File: config.mk
export PLATFORM = sky130hd
export DESIGN_NAME = pipelined_control_unit
export DESIGN_NICKNAME = d
export VERILOG_FILES = /design/src/rtl/riscv_ctrl_pkg.sv /design/src/rtl/ctrl_decoder.sv /design/src/rtl/pipelined_control_unit.sv
export SDC_FILE = /design/constraint.sdc
export NUM_CORES = 1
export LEC_CHECK = 0
export ABC_AREA = 1
export ABC_CLOCK_PERIOD_IN_PS = 1600
export CORE_AREA = 2 2 68 70
export CTS_BUF_LIST = sky130_fd_sc_hd__clkbuf_16
export CTS_CLUSTER_SIZE = 10
export DETAILED_ROUTE_END_ITERATION = 10
export DIE_AREA = 0 0 70 72
export GPL_ROUTABILITY_DRIVEN = 0
export GPL_TIMING_DRIVEN = 0
export PLACE_DENSITY = 0.79
export SLEW_MARGIN = 20
export SYNTH_ARGS = -nofsm -noshare
export SYNTH_HDL_FRONTEND = slang
export SYNTH_SLANG_ARGS = --single-unit
File: constraint.sdc
create_clock -name clk -period 1.6 [get_ports clk]
set_input_delay 0.16 -clock clk [delete_from_list [all_inputs] [get_ports clk]]
set_output_delay 0.16 -clock clk [all_outputs]
set_load 0.03 [all_outputs]
File: src/rtl/riscv_ctrl_pkg.sv
// Shared encodings and control-bundle types for the RV32I pipelined control unit.
// Opcodes, ALU/immediate/result selects, stage bundles and the NOP bundle.
package riscv_ctrl_pkg;

    localparam logic [6:0] OP_LOAD   = 7'b0000011;
    localparam logic [6:0] OP_STORE  = 7'b0100011;
    localparam logic [6:0] OP_R      = 7'b0110011;
    localparam logic [6:0] OP_I      = 7'b0010011;
    localparam logic [6:0] OP_BRANCH = 7'b1100011;
    localparam logic [6:0] OP_JAL    = 7'b1101111;
    localparam logic [6:0] OP_JALR   = 7'b1100111;
    localparam logic [6:0] OP_LUI    = 7'b0110111;
    localparam logic [6:0] OP_AUIPC  = 7'b0010111;

    localparam int ALU_W = 4;

    localparam logic [ALU_W-1:0] ALU_ADD    = 4'b0000;
    localparam logic [ALU_W-1:0] ALU_SUB    = 4'b0001;
    localparam logic [ALU_W-1:0] ALU_AND    = 4'b0010;
    localparam logic [ALU_W-1:0] ALU_OR     = 4'b0011;
    localparam logic [ALU_W-1:0] ALU_XOR    = 4'b0100;
    localparam logic [ALU_W-1:0] ALU_SLT    = 4'b0101;
    localparam logic [ALU_W-1:0] ALU_SLTU   = 4'b0110;
    localparam logic [ALU_W-1:0] ALU_SLL    = 4'b0111;
    localparam logic [ALU_W-1:0] ALU_SRL    = 4'b1000;
    localparam logic [ALU_W-1:0] ALU_SRA    = 4'b1001;
    localparam logic [ALU_W-1:0] ALU_PASS_B = 4'b1010;

    localparam logic [2:0] IMM_I = 3'b000;
    localparam logic [2:0] IMM_S = 3'b001;
    localparam logic [2:0] IMM_B = 3'b010;
    localparam logic [2:0] IMM_J = 3'b011;
    localparam logic [2:0] IMM_U = 3'b100;

    localparam logic [1:0] RES_ALU = 2'b00;
    localparam logic [1:0] RES_MEM = 2'b01;
    localparam logic [1:0] RES_PC4 = 2'b10;

    typedef struct packed {
        logic             reg_write;
        logic             mem_write;
        logic             jump;
        logic             branch;
        logic             jalr;
        logic             alu_src_a;
        logic             alu_src_b;
        logic [1:0]       result_src;
        logic [ALU_W-1:0] alu_control;
        logic [2:0]       funct3;
    } ctrl_t;

    typedef struct packed {
        logic       reg_write;
        logic       mem_write;
        logic [1:0] result_src;
    } mem_ctrl_t;

    typedef struct packed {
        logic       reg_write;
        logic [1:0] result_src;
    } wb_ctrl_t;

    localparam ctrl_t     CTRL_NOP = '0;
    localparam mem_ctrl_t MEM_NOP  = '0;
    localparam wb_ctrl_t  WB_NOP   = '0;

    // alt selects sub/sra; caller gates it for I-type so addi stays add
    function automatic logic [ALU_W-1:0] alu_from_f3(input logic [2:0] f3,
                                                     input logic alt);
        logic [ALU_W-1:0] op;
        case (f3)
            3'b000:  op = alt ? ALU_SUB : ALU_ADD;
            3'b001:  op = ALU_SLL;
            3'b010:  op = ALU_SLT;
            3'b011:  op = ALU_SLTU;
            3'b100:  op = ALU_XOR;
            3'b101:  op = alt ? ALU_SRA : ALU_SRL;
            3'b110:  op = ALU_OR;
            default: op = ALU_AND;
        endcase
        return op;
    endfunction

endpackage

File: src/rtl/ctrl_decoder.sv
// Combinational D-stage decode: instruction word to control bundle,
// immediate format select and illegal-instruction flag.
module ctrl_decoder
    import riscv_ctrl_pkg::*;
#(
    parameter int EXT_ISA = 1
) (
    input  logic [31:0] instr,
    output ctrl_t       ctrl,
    output logic [2:0]  imm_src,
    output logic        illegal
);

    logic [6:0] opcode;
    logic [6:0] funct7;
    logic [2:0] funct3;
    logic       bad;
    logic       ext_only;
    ctrl_t      c;
    logic [2:0] imm;
    logic       unused_fields;

    assign opcode        = instr[6:0];
    assign funct3        = instr[14:12];
    assign funct7        = instr[31:25];
    assign unused_fields = ^{instr[24:15], instr[11:7]};

    always_comb begin
        c        = CTRL_NOP;
        imm      = IMM_I;
        bad      = 1'b0;
        ext_only = 1'b0;
        c.funct3 = funct3;
        case (opcode)
            OP_LOAD: begin
                c.reg_write  = 1'b1;
                c.result_src = RES_MEM;
                c.alu_src_b  = 1'b1;
            end
            OP_STORE: begin
                c.mem_write = 1'b1;
                c.alu_src_b = 1'b1;
                imm         = IMM_S;
            end
            OP_R: begin
                c.reg_write   = 1'b1;
                c.alu_control = alu_from_f3(funct3, funct7[5]);
                bad = !((funct7 == 7'b0000000) ||
                        (funct7 == 7'b0100000 &&
                         (funct3 == 3'b000 || funct3 == 3'b101)));
                ext_only = !(funct3 inside {3'b000, 3'b010, 3'b110, 3'b111});
            end
            OP_I: begin
                c.reg_write   = 1'b1;
                c.alu_src_b   = 1'b1;
                c.alu_control = alu_from_f3(funct3,
                                            funct3 == 3'b101 && funct7[5]);
                bad = (funct3 == 3'b001 && funct7 != 7'b0000000) ||
                      (funct3 == 3'b101 && funct7 != 7'b0000000 &&
                       funct7 != 7'b0100000);
                ext_only = !(funct3 inside {3'b000, 3'b010, 3'b110, 3'b111});
            end
            OP_BRANCH: begin
                c.branch      = 1'b1;
                c.alu_control = ALU_SUB;
                imm           = IMM_B;
                bad           = funct3 inside {3'b010, 3'b011};
                ext_only      = funct3 != 3'b000;
            end
            OP_JAL: begin
                c.jump       = 1'b1;
                c.reg_write  = 1'b1;
                c.result_src = RES_PC4;
                imm          = IMM_J;
            end
            OP_JALR: begin
                c.jump       = 1'b1;
                c.jalr       = 1'b1;
                c.reg_write  = 1'b1;
                c.result_src = RES_PC4;
                c.alu_src_b  = 1'b1;
                bad          = funct3 != 3'b000;
                ext_only     = 1'b1;
            end
            OP_LUI: begin
                c.reg_write   = 1'b1;
                c.alu_src_b   = 1'b1;
                c.alu_control = ALU_PASS_B;
                imm           = IMM_U;
                ext_only      = 1'b1;
            end
            OP_AUIPC: begin
                c.reg_write = 1'b1;
                c.alu_src_a = 1'b1;
                c.alu_src_b = 1'b1;
                imm         = IMM_U;
                ext_only    = 1'b1;
            end
            default: bad = 1'b1;
        endcase
        if (bad || (ext_only && EXT_ISA == 0)) begin
            c   = CTRL_NOP;
            imm = IMM_I;
        end
    end

    assign ctrl    = c;
    assign imm_src = imm;
    assign illegal = bad || (ext_only && EXT_ISA == 0);

endmodule

File: src/rtl/pipelined_control_unit.sv
// RV32I control unit: D-stage decode plus E/M/W control registers,
// E-stage flush, branch/jump redirect and saturating illegal counter.
module pipelined_control_unit
    import riscv_ctrl_pkg::*;
#(
    parameter int EXT_ISA    = 1,
    parameter int ALU_CTRL_W = 4,
    parameter int CNT_W      = 8
) (
    input  logic                  clk,
    input  logic                  rst_n,
    input  logic [31:0]           instr_d,
    input  logic                  flush_e,
    input  logic                  zero_e,
    input  logic                  lt_e,
    input  logic                  ltu_e,
    output logic [2:0]            imm_src_d,
    output logic                  illegal_d,
    output logic                  reg_write_e,
    output logic                  mem_write_e,
    output logic                  jump_e,
    output logic                  branch_e,
    output logic                  jalr_e,
    output logic                  alu_src_a_e,
    output logic                  alu_src_b_e,
    output logic [1:0]            result_src_e,
    output logic [ALU_CTRL_W-1:0] alu_control_e,
    output logic                  pc_src_e,
    output logic                  reg_write_m,
    output logic                  mem_write_m,
    output logic [1:0]            result_src_m,
    output logic                  reg_write_w,
    output logic [1:0]            result_src_w,
    output logic [CNT_W-1:0]      illegal_count
);

    ctrl_t     ctrl_d;
    ctrl_t     ctrl_e;
    mem_ctrl_t ctrl_m;
    wb_ctrl_t  ctrl_w;
    logic      take;

    ctrl_decoder #(.EXT_ISA(EXT_ISA)) u_dec (
        .instr   (instr_d),
        .ctrl    (ctrl_d),
        .imm_src (imm_src_d),
        .illegal (illegal_d)
    );

    always_ff @(posedge clk or negedge rst_n) begin
        if (!rst_n) begin
            ctrl_e        <= CTRL_NOP;
            ctrl_m        <= MEM_NOP;
            ctrl_w        <= WB_NOP;
            illegal_count <= '0;
        end else begin
            ctrl_e            <= flush_e ? CTRL_NOP : ctrl_d;
            ctrl_m.reg_write  <= ctrl_e.reg_write;
            ctrl_m.mem_write  <= ctrl_e.mem_write;
            ctrl_m.result_src <= ctrl_e.result_src;
            ctrl_w.reg_write  <= ctrl_m.reg_write;
            ctrl_w.result_src <= ctrl_m.result_src;
            if (!flush_e && illegal_d && illegal_count != '1)
                illegal_count <= illegal_count + CNT_W'(1);
        end
    end

    always_comb begin
        take = 1'b0;
        case (ctrl_e.funct3)
            3'b000:  take = zero_e;
            3'b001:  take = !zero_e;
            3'b100:  take = lt_e;
            3'b101:  take = !lt_e;
            3'b110:  take = ltu_e;
            3'b111:  take = !ltu_e;
            default: take = 1'b0;
        endcase
    end

    assign pc_src_e      = ctrl_e.jump | (ctrl_e.branch & take);
    assign reg_write_e   = ctrl_e.reg_write;
    assign mem_write_e   = ctrl_e.mem_write;
    assign jump_e        = ctrl_e.jump;
    assign branch_e      = ctrl_e.branch;
    assign jalr_e        = ctrl_e.jalr;
    assign alu_src_a_e   = ctrl_e.alu_src_a;
    assign alu_src_b_e   = ctrl_e.alu_src_b;
    assign result_src_e  = ctrl_e.result_src;
    assign alu_control_e = ALU_CTRL_W'(ctrl_e.alu_control);
    assign reg_write_m   = ctrl_m.reg_write;
    assign mem_write_m   = ctrl_m.mem_write;
    assign result_src_m  = ctrl_m.result_src;
    assign reg_write_w   = ctrl_w.reg_write;
    assign result_src_w  = ctrl_w.result_src;

endmodule

==> summary.txt <==
Status
  • Status: finished clean

Global routing
  • Largest net degree at the start of global routing: 32
  • Vias in the first global route: 1536
  • Initial antenna violation count: 0
  • All-Layer GR Usage: 16.8%
  • Grt total ovfl: 0
  • First-pass GRT wire length: 6760 um

Cells and area
  • Diodes inserted: 0
  • Util after Layout: about 65%
  • Layout area overhead: 56.2%
  • Final nets: 336
  • Design Area, Final: about 2800 um^2
  • Layout cells sized above 1: 40.4%

Setup path
  • R2r worst-path depth: 7
  • Critical Path Max Stage Delay: 0.71 ns
  • Setup crit start: illegal_count[3]
  • Crit path max-delay family: buffers and inverters
  • Crit Reg-Reg Endpoint: illegal_count[3]
  • CP Depth: 1
  • Setup crit end kind: output port
  • Cell breakdown of the critical path: clkdlybuf4s50_1
  • Worst Setup EP: illegal_count[3]
  • Buf/Inv on CP: 1
  • Critical path launch point type: register
  • Worst-path fanout max: 5
  • CP arrival: 1.43 ns
  • Register-to-Register Setup Slack: 0.06 ns
  • CP Class: reg -> out
  • CP required: 1.44 ns
  • Slowest-stage cell, CP: clkdlybuf4s50_1
  • Worst r2r src: illegal_count[0]

Synth
  • Post-Synth Simple-Gate Area: 35.4%
  • Largest family of logic cells by synthesized area: simple AND/OR/NAND/NOR gates
  • Synth Warn #: 0
  • Seq/Total Area, Yosys: 43.6%
  • Mux cell area share after synthesis: 0%
  • Complex-gate fraction of the synthesized area: 7.17%
  • Post-Synthesis Cell Area: about 1800 um^2
  • Netlist cell types: 30
  • Syn_nets: 246
  • Post-Synth XOR/XNOR Area: 3.44%
  • Synthesized area per cell: roughly 8.6 um^2
  • Synth Instances: 207
  • Adder-cell share of the synthesized area: 0.703%
  • Yosys reg bits: 31

Floorplan
  • Core Region: 4260 um^2
  • Die area: 5040 um^2
  • Initial Util: about two fifths
  • Die Wd: 70 um
  • Rows: 24
  • Top Ports: 71
  • Die Y: slightly above 70 um

Power
  • Clk pwr share: 35.9%
  • Internal power: 1.66 mW
  • P per Cell Area: 855 nW/um^2
  • Sw Share: 30.2%
  • P_sw: 0.719 mW
  • Leakage: between 1 and 1.5 nW
  • Power Total: 2.38 mW
  • Worst vdd ir: 0.390 mV
  • Combinational Power Share: 24.9%
  • Reg power frac: around 40%

STA
  • Slew Viols, Final: 0
  • RSZ-0062 raised after global routing: true
  • Minimum clock period after layout: 1.59 ns
  • Final setup vio count: 0
  • Worst Tran Pin Value: 0.656 ns
  • Worst clock skew: 0.00397 ns
  • Slew margin rel.: 56.3%
  • Max Fclk: roughly 630 MHz
  • Fin. Hold Viols: 0
  • Tcrit/Tclk final: 99.2%

Place
  • Buffers on Ports: 54
  • Cell Area, Placed: 2390 um^2
  • HPWL after detailed placement: 2910 um

Clock tree
  • H-tree depth: 2
  • Clock Tree Buf Depth: 2
  • Clk pin slew, worst setup/hold paths: approximately 0.050 ns
  • Clock Latency Late Sink: 0.27 ns
  • Root Buffer: clkbuf_16
  • CTS tree: built
  • Clock Sinks: 31
  • Num CTS Buffers: 5

Detailed routing
  • Routed vias: 1692
  • DR DRC count: 0
  • WL per Instance: 12.2 um
  • Post-route ant nets: 0
  • DR pass1 iterations: 4
  • Iteration-0 DRC Markers: 92
  • Routed Wire Length: 4270 um
  • Via/cell ratio: 4.85

Hold path
  • Hold/Removal Path Class: in -> reg

Job
  • Max Cap Viol: 0
[logic make-up after synthesis]
family / after synthesis
flops: 31
compound gates: 18
fa+ha+maj: 1
buf+inv: 33
simple gates: 117
xor+xnor: 7
[worst min path at each step]
stage / from / endpoint / slack (ns) / depth (start not counted)
5_1_grt: instr_d[14] / ctrl_e[2] / 0.17 / 3
2_1_floorplan: rst_n / alu_control_e[0] / -0.14 / 0
6_report: instr_d[14] / ctrl_e[2] / 0.17 / 3
3_3_place_gp: reg_write_e / reg_write_m / 0.36 / 0
3_5_place_dp: rst_n / illegal_count[1] / 0.23 / 1
4_1_cts: instr_d[14] / ctrl_e[2] / 0.17 / 3
[cell usage after synthesis]
library cell,instances,share of area (%)
nand2_1,39,8.2
dfrtp_1,31,44
nor2_1,18,3.8
inv_1,17,3.6
nand3_1,17,4.8
nand2_2,14,4.9
nor2_2,11,3.9
inv_2,7,1.5
a21oi_2,6,3.0
buf_4,6,2.5
a21oi_1,4,1.1
nand2_4,4,2.5
nor2_4,4,2.5
o21ai_0,4,1.1
xor2_1,4,2.0
xnor2_1,3,1.5
buf_6,2,1.3
nand4_1,2,0.70
nor3_1,2,0.56
nor3_2,2,1.1
a21o_1,1,0.42
a31o_2,1,0.49
a31oi_1,1,0.35
a31oi_2,1,0.70
and2_4,1,0.49
buf_8,1,0.84
ha_1,1,0.70
nand3_2,1,0.56
nand3_4,1,0.98
nor4_1,1,0.35
[flip-flops by register name, summed over array words and instances, names as in the netlist]
signal and cells:
branch_e 1, result_src_m 2, illegal_count 8, mem_write_m 1, reg_write_e 1, alu_src_a_e 1
reg_write_w 1, reg_write_m 1, jalr_e 1, ctrl_e 3, jump_e 1, alu_src_b_e 1
result_src_w 2, mem_write_e 1, alu_control_e 4, result_src_e 2
[layout by cell type (no fill, tap or decap), drive strengths merged, types with 3 or more instances in the layout]
cell type,n
a21oi,10
buf,44
clkbuf,9
clkdlybuf4s15,6
clkdlybuf4s50,29
dfrtp,31
dlygate4sd2,6
inv,24
nand2,57
nand3,19
nor2,33
nor3,4
o21ai,4
xnor2,3
xor2,4
[metrics by stage]
stage / setup slack [ns] / setup TNS [ns] / hold WS, ns / instances
after floorplan: 0.00415 / 0 / -0.136 / 207
after global placement: -0.948 / -11.22 / 0.360 / 313
after detailed placement: -0.945 / -7.07 / 0.232 / 313
after CTS: -0.0180 / -0.0180 / 0.168 / 338
after global routing: -0.0474 / -0.0832 / 0.171 / 349
final: 0.0125 / 0 / 0.173 / 349
[power by group through the flow]
stage                     clock [mW]  combinational, mW  sequential (mW)
final                          0.855              0.591            0.932
after global routing           0.910              0.639            0.939
after CTS                      0.871              0.565            0.925
after detailed placement           0              0.554            0.935
after global placement             0              0.542            0.932
after floorplan                    0              0.212             1.03
[final cells by class]
| type | count | area, um^2 |
|---|---|---|
| tap | 52 | 65.1 |
| inverter | 24 | 92.6 |
| timing repair buffer | 84 | 724 |
| sequential | 31 | 776 |
| fill | 330 | 1480 |
| buffer | 8 | 67.6 |
| clock inverter | 2 | 8.76 |
| multi-input combinational | 143 | 922 |
| clock buffer | 5 | 125 |
[what timing repair did]
item / 4_1_cts / 5_1_grt
pin swaps: 23 / 12
gates cloned: 0 / 0
gates resized for setup: 64 / 25
endpoints found under the setup margin: 6 / 14
buffers inserted: 17 / 12
hold endpoints to repair: 31 / 0
hold buffers: 1 / 0
[routing by layer]
layer,wire (um),track usage (%),vias to the layer above
li1,-,-,832
met1,1720,19.0,790
met2,2230,30.2,59
met3,214,4.03,11
met4,104,8.12,0
met5,0,0,-
Power figures use the tool's default switching activity.
==> variant 1 (same flow settings) <==
Make the reset (`rst_n`) synchronous in one clocked block.
--- a/src/rtl/pipelined_control_unit.sv
+++ b/src/rtl/pipelined_control_unit.sv
@@ -48,5 +48,5 @@
     );
 
-    always_ff @(posedge clk or negedge rst_n) begin
+    always_ff @(posedge clk) begin
         if (!rst_n) begin
             ctrl_e        <= CTRL_NOP;
Function: differs if rst_n is asserted again (counterexample within 4 cycles, from zero or initial values and one cycle with rst_n low); with rst_n held inactive, the same outputs for 10 cycles.
==> variant 1 against the unedited design <==
- the flow now finishes with violations (setup timing)
- routed wire length is 15% higher
- via count is 4.3% higher
- worst setup slack worse by 0.023 ns
- final area is 3.3% lower
- area after synthesis is 13% lower
- sequential cell count stayed put
- synthesized cell count is 4.3% higher
- worst hold slack better by 0.053 ns
- critical endpoint is now imm_src_d[1]
- highest routed layer unchanged
Power is not compared: it rests on default switching activity, and its combinational part moved more than twofold at a synthesized area within 25%.
==> variant 1: results (changes against the unedited design) <==
[run_status]
status = finished, violations left
violations = setup timing

[sta]
setup_viol = 1  ; +1
slew_headroom_pct = 75.6  ; +19 points
tns_ns = -0.0109  ; -0.0109 ns
clock_skew_ns = 0.00440  ; +0.000437 ns
setup_ws_ns = -0.0109  ; -0.0233 ns

[layout]
multi_input_area_share_pct = 34.0  ; +0.86 points
drive_gt1_share_pct = 42.4  ; +2.0 points
multi_input_gates = 147  ; +2.8%
clkCellAreaFrac_pct = 6.10  ; +1.3 points
fillers = 338  ; +2.4%
n_all_inverters = 28  ; +17%
buf_share_pct = 30.1  ; +1.6 points
final_cell_area_sq_um = 2690  ; -3.3%
top_register = illegal_count
buffers = 95  ; +3.3%
antennaDiodeCount = 0  ; unchanged
regArea_sq_um = 627  ; -19%
final_nets = 347  ; +3.3%

[grt]
grt_pass1_vias = 1524  ; -0.78%
grt_pass1_wl_microns = 6850  ; +1.4%
grt_max_degree = 11  ; -66%
track_usage_pct = 17.6  ; +0.73 points

[route]
wire_per_inst_microns = 13.6  ; +12%
drtIter0Drc = 84  ; -8.7%
dr.pass1.iters = 4  ; unchanged
routed_wl_microns = 4930  ; +15%
vias = 1765  ; +4.3%

[synth]
synthTopCellsByCount = 41 x nand2_1, 31 x dfxtp_1, 27 x nor2_1
synthCells = 216  ; +4.3%
synth_cell_types = 26  ; -13%
synthArstFlopShare_pct = 0  ; -100 points
synth_flop_cell = dfxtp_1
synth_area_leaders = dfxtp_1 40%, nand2_1 9.9%, nor2_1 6.5%
seq_area_frac_synth_pct = 39.9  ; -3.7 points
synthesis.nets = 255  ; +3.7%

[placement]
port_buffers = 53  ; -1.9%
dp_hpwl_microns = 2690  ; -7.7%
post_dp_cell_area_sq_um = 2160  ; -9.5%
dp.cells = 321  ; +2.6%
pre_cts_slack_ns = -0.988  ; -0.0427 ns

[power]
power_frac_comb_pct = 11.6
power.leakage_nw = 1.28
power_density_nw_per_um2 = 772

[setup_path]
arrival_ns = 1.45  ; +0.02 ns
worstRegToRegCells = 9  ; +2
path_max_fanout = 5  ; unchanged

[clocking]
clk_path_buf_depth = 2  ; unchanged

[min_path]
hold_path.class = in2reg

variant 1: changes by cell type in the layout (fill, tap and decap cells not counted), sizes merged, moves of 4 or more:
cell / before / now
a21oi: 10 / 18
clkbuf: 9 / 16
dfrtp: 31 / 0
dfxtp: 0 / 31
dlygate4sd2: 6 / 2
inv: 24 / 28
nand2: 57 / 47
nor2: 33 / 43
variant 1: routing by layer:
metal	vias to the layer above	GRT usage [%]	share of wire [%]	wire length (microns)
li1	850	-	-	-
met1	822	18.3	38	1850
met2	78	31.5	53	2620
met3	15	4.31	5.4	267
met4	0	11.8	4.0	196
met5	-	0	0	0
variant 1: kinds of logic after synthesis:
| kind of cell | Yosys count | share of synthesized area (%) |
|---|---|---|
| mux | 1 | 0.643 |
| simple gates | 115 | 35.4 |
| flops | 31 | 39.9 |
| buf+inv | 38 | 11.4 |
| xor+xnor | 7 | 3.94 |
| compound gates | 23 | 7.96 |
| fa+ha+maj | 1 | 0.804 |
variant 1: timing repair:
action                                  CTS  global route
gates resized for setup                  73            61
setup buffers                            29             3
hold buffers                              0             0
endpoints found under the setup margin   28            23
pin swaps                                20            27
hold endpoints to repair                  0             0
variant 1: final timing paths:
path	start	endpoint	slack [ns]
worst max-delay path	instr_d[5]	imm_src_d[1]	-0.01
worst min-delay path	instr_d[14]	ctrl_e[2]	0.23
worst max register to register	illegal_count[0]	illegal_count[5]	0.02
worst min register to register	result_src_m[0]	result_src_w[0]	0.44
variant 1: critical path: stages:
cell      delay (ns)
clkbuf_4        0.16
nand2_4         0.07
nor2_4          0.21
inv_2           0.07
nor2_4          0.15
nor2_4          0.05
nand2_2         0.08
nand3_4         0.09
buf_6           0.14
a21oi_2         0.11
buf_6           0.15
==> variant 2 (config.mk and constraints unchanged) <==
Without the edit above. `CNT_W`: 8 -> 12.
--- a/src/rtl/pipelined_control_unit.sv
+++ b/src/rtl/pipelined_control_unit.sv
@@ -6,5 +6,5 @@
     parameter int EXT_ISA    = 1,
     parameter int ALU_CTRL_W = 4,
-    parameter int CNT_W      = 8
+    parameter int CNT_W      = 12
 ) (
     input  logic                  clk,
Interface: changed (resized illegal_count); port bits go from 71 to 75. No check against the original RTL was run, so the function may have changed too.
==> variant 2 against the unedited design <==
- the run now ends with setup timing left
- maximum frequency decreased by 3.7%
- largest cell class unchanged
- final area is 15% higher
- sequential share of layout area is 0.29 points lower
- critical endpoint is now imm_src_d[1]
- routed wire length grew 41%
- area after synthesis grew 11%
- largest power group unchanged
- total power up 16%
- worst setup slack got worse by 0.060 ns
- sequential cell count grew 4
- worst hold slack improved by 0.029 ns
==> variant 2: results (changes against the unedited design) <==
[run_status]
status = finished, violations left
violations = setup timing

[layout]
final_nets = 369  ; +9.8%
buffers = 103  ; +12%
seq_share_pct = 27.6  ; -0.29 points
n_all_inverters = 23  ; -4.2%
largest_reg_flops = 12  ; +4
layout.cells.non_filler = 383  ; +9.7%
final_cell_area_sq_um = 3190  ; +15%
multi_input_area_share_pct = 34.0  ; +0.83 points

[placement]
dp_hpwl_microns = 3260  ; +12%

[synth]
synthTopCellsByCount = 36 x nand2_1, 35 x dfrtp_1, 29 x nand2_2
synthXorXnorAreaFrac_pct = 4.42  ; +0.98 points
synthAdderAreaFrac_pct = 0.632  ; -0.071 points
seq_area_frac_synth_pct = 44.2  ; +0.68 points
synthesis.nets = 269  ; +9.3%
syn-mean-instance-area_sq_um = 8.61  ; about the same

[grt]
grt_max_degree = 35  ; +9.4%
grt_pass1_wl_microns = 8570  ; +27%
grt_pass1_vias = 1813  ; +18%

[setup_path]
crit_path_end = imm_src_d[1]
max_stage_delay_ns = 0.21  ; -0.50 ns
worstRegToRegCells = 8  ; +1
r2r_slack_ns = 0  ; -0.06 ns
timing.rr.end = illegal_count[1]
arrival_ns = 1.49  ; +0.06 ns
cpMaxStageDelayCell = nor2_4

[route]
drtIter0Drc = 239  ; +160%

[clocking]
clock_sinks = 35  ; +13%
clk_latency_ns = 0.29  ; +0.02 ns

[power]
p_total_mw = 2.77  ; +16%
p_int_mw = 1.87  ; +13%
peakVddDrop_uv = 453  ; +16%
powerSeq_mw = 1.05  ; +13%

[min_path]
hold_path.class = in2async

[sta]
setup_viol = 2  ; +2
tightest_slew_ns = 0.402  ; -0.254 ns
setup_ws_ns = -0.0479  ; -0.0603 ns

-- variant 2: cell types whose count changed after synthesis, moves of 3 or more --
cell and delta:
nor2_2 -7, a21oi_1 +3, a21oi_2 -5, nor2_1 +10, nand2_1 -3, nand2_2 +15, dfrtp_1 +4
-- variant 2: routing by layer --
layer  part of all wire (%)  vias to the layer above  track usage (%)
met1                     40                      954             27.4
met5                      0                        -                0
li1                       -                      925                -
met2                     52                       93             37.0
met3                    5.8                       18             4.72
met4                    2.8                        0             10.7
-- variant 2: worst min path at each step --
| stage | slack (ns) | from | cells past startpoint | endpoint |
|---|---|---|---|---|
| after CTS | 0.20 | rst_n | 2 | alu_control_e[2] |
| after global routing | 0.21 | rst_n | 2 | alu_control_e[2] |
| final | 0.20 | rst_n | 2 | alu_control_e[2] |
| after detailed placement | -0.04 | rst_n | 1 | alu_control_e[2] |
| after floorplan | -0.14 | rst_n | 0 | alu_control_e[0] |
| after global placement | 0.36 | reg_write_m | 0 | reg_write_w |
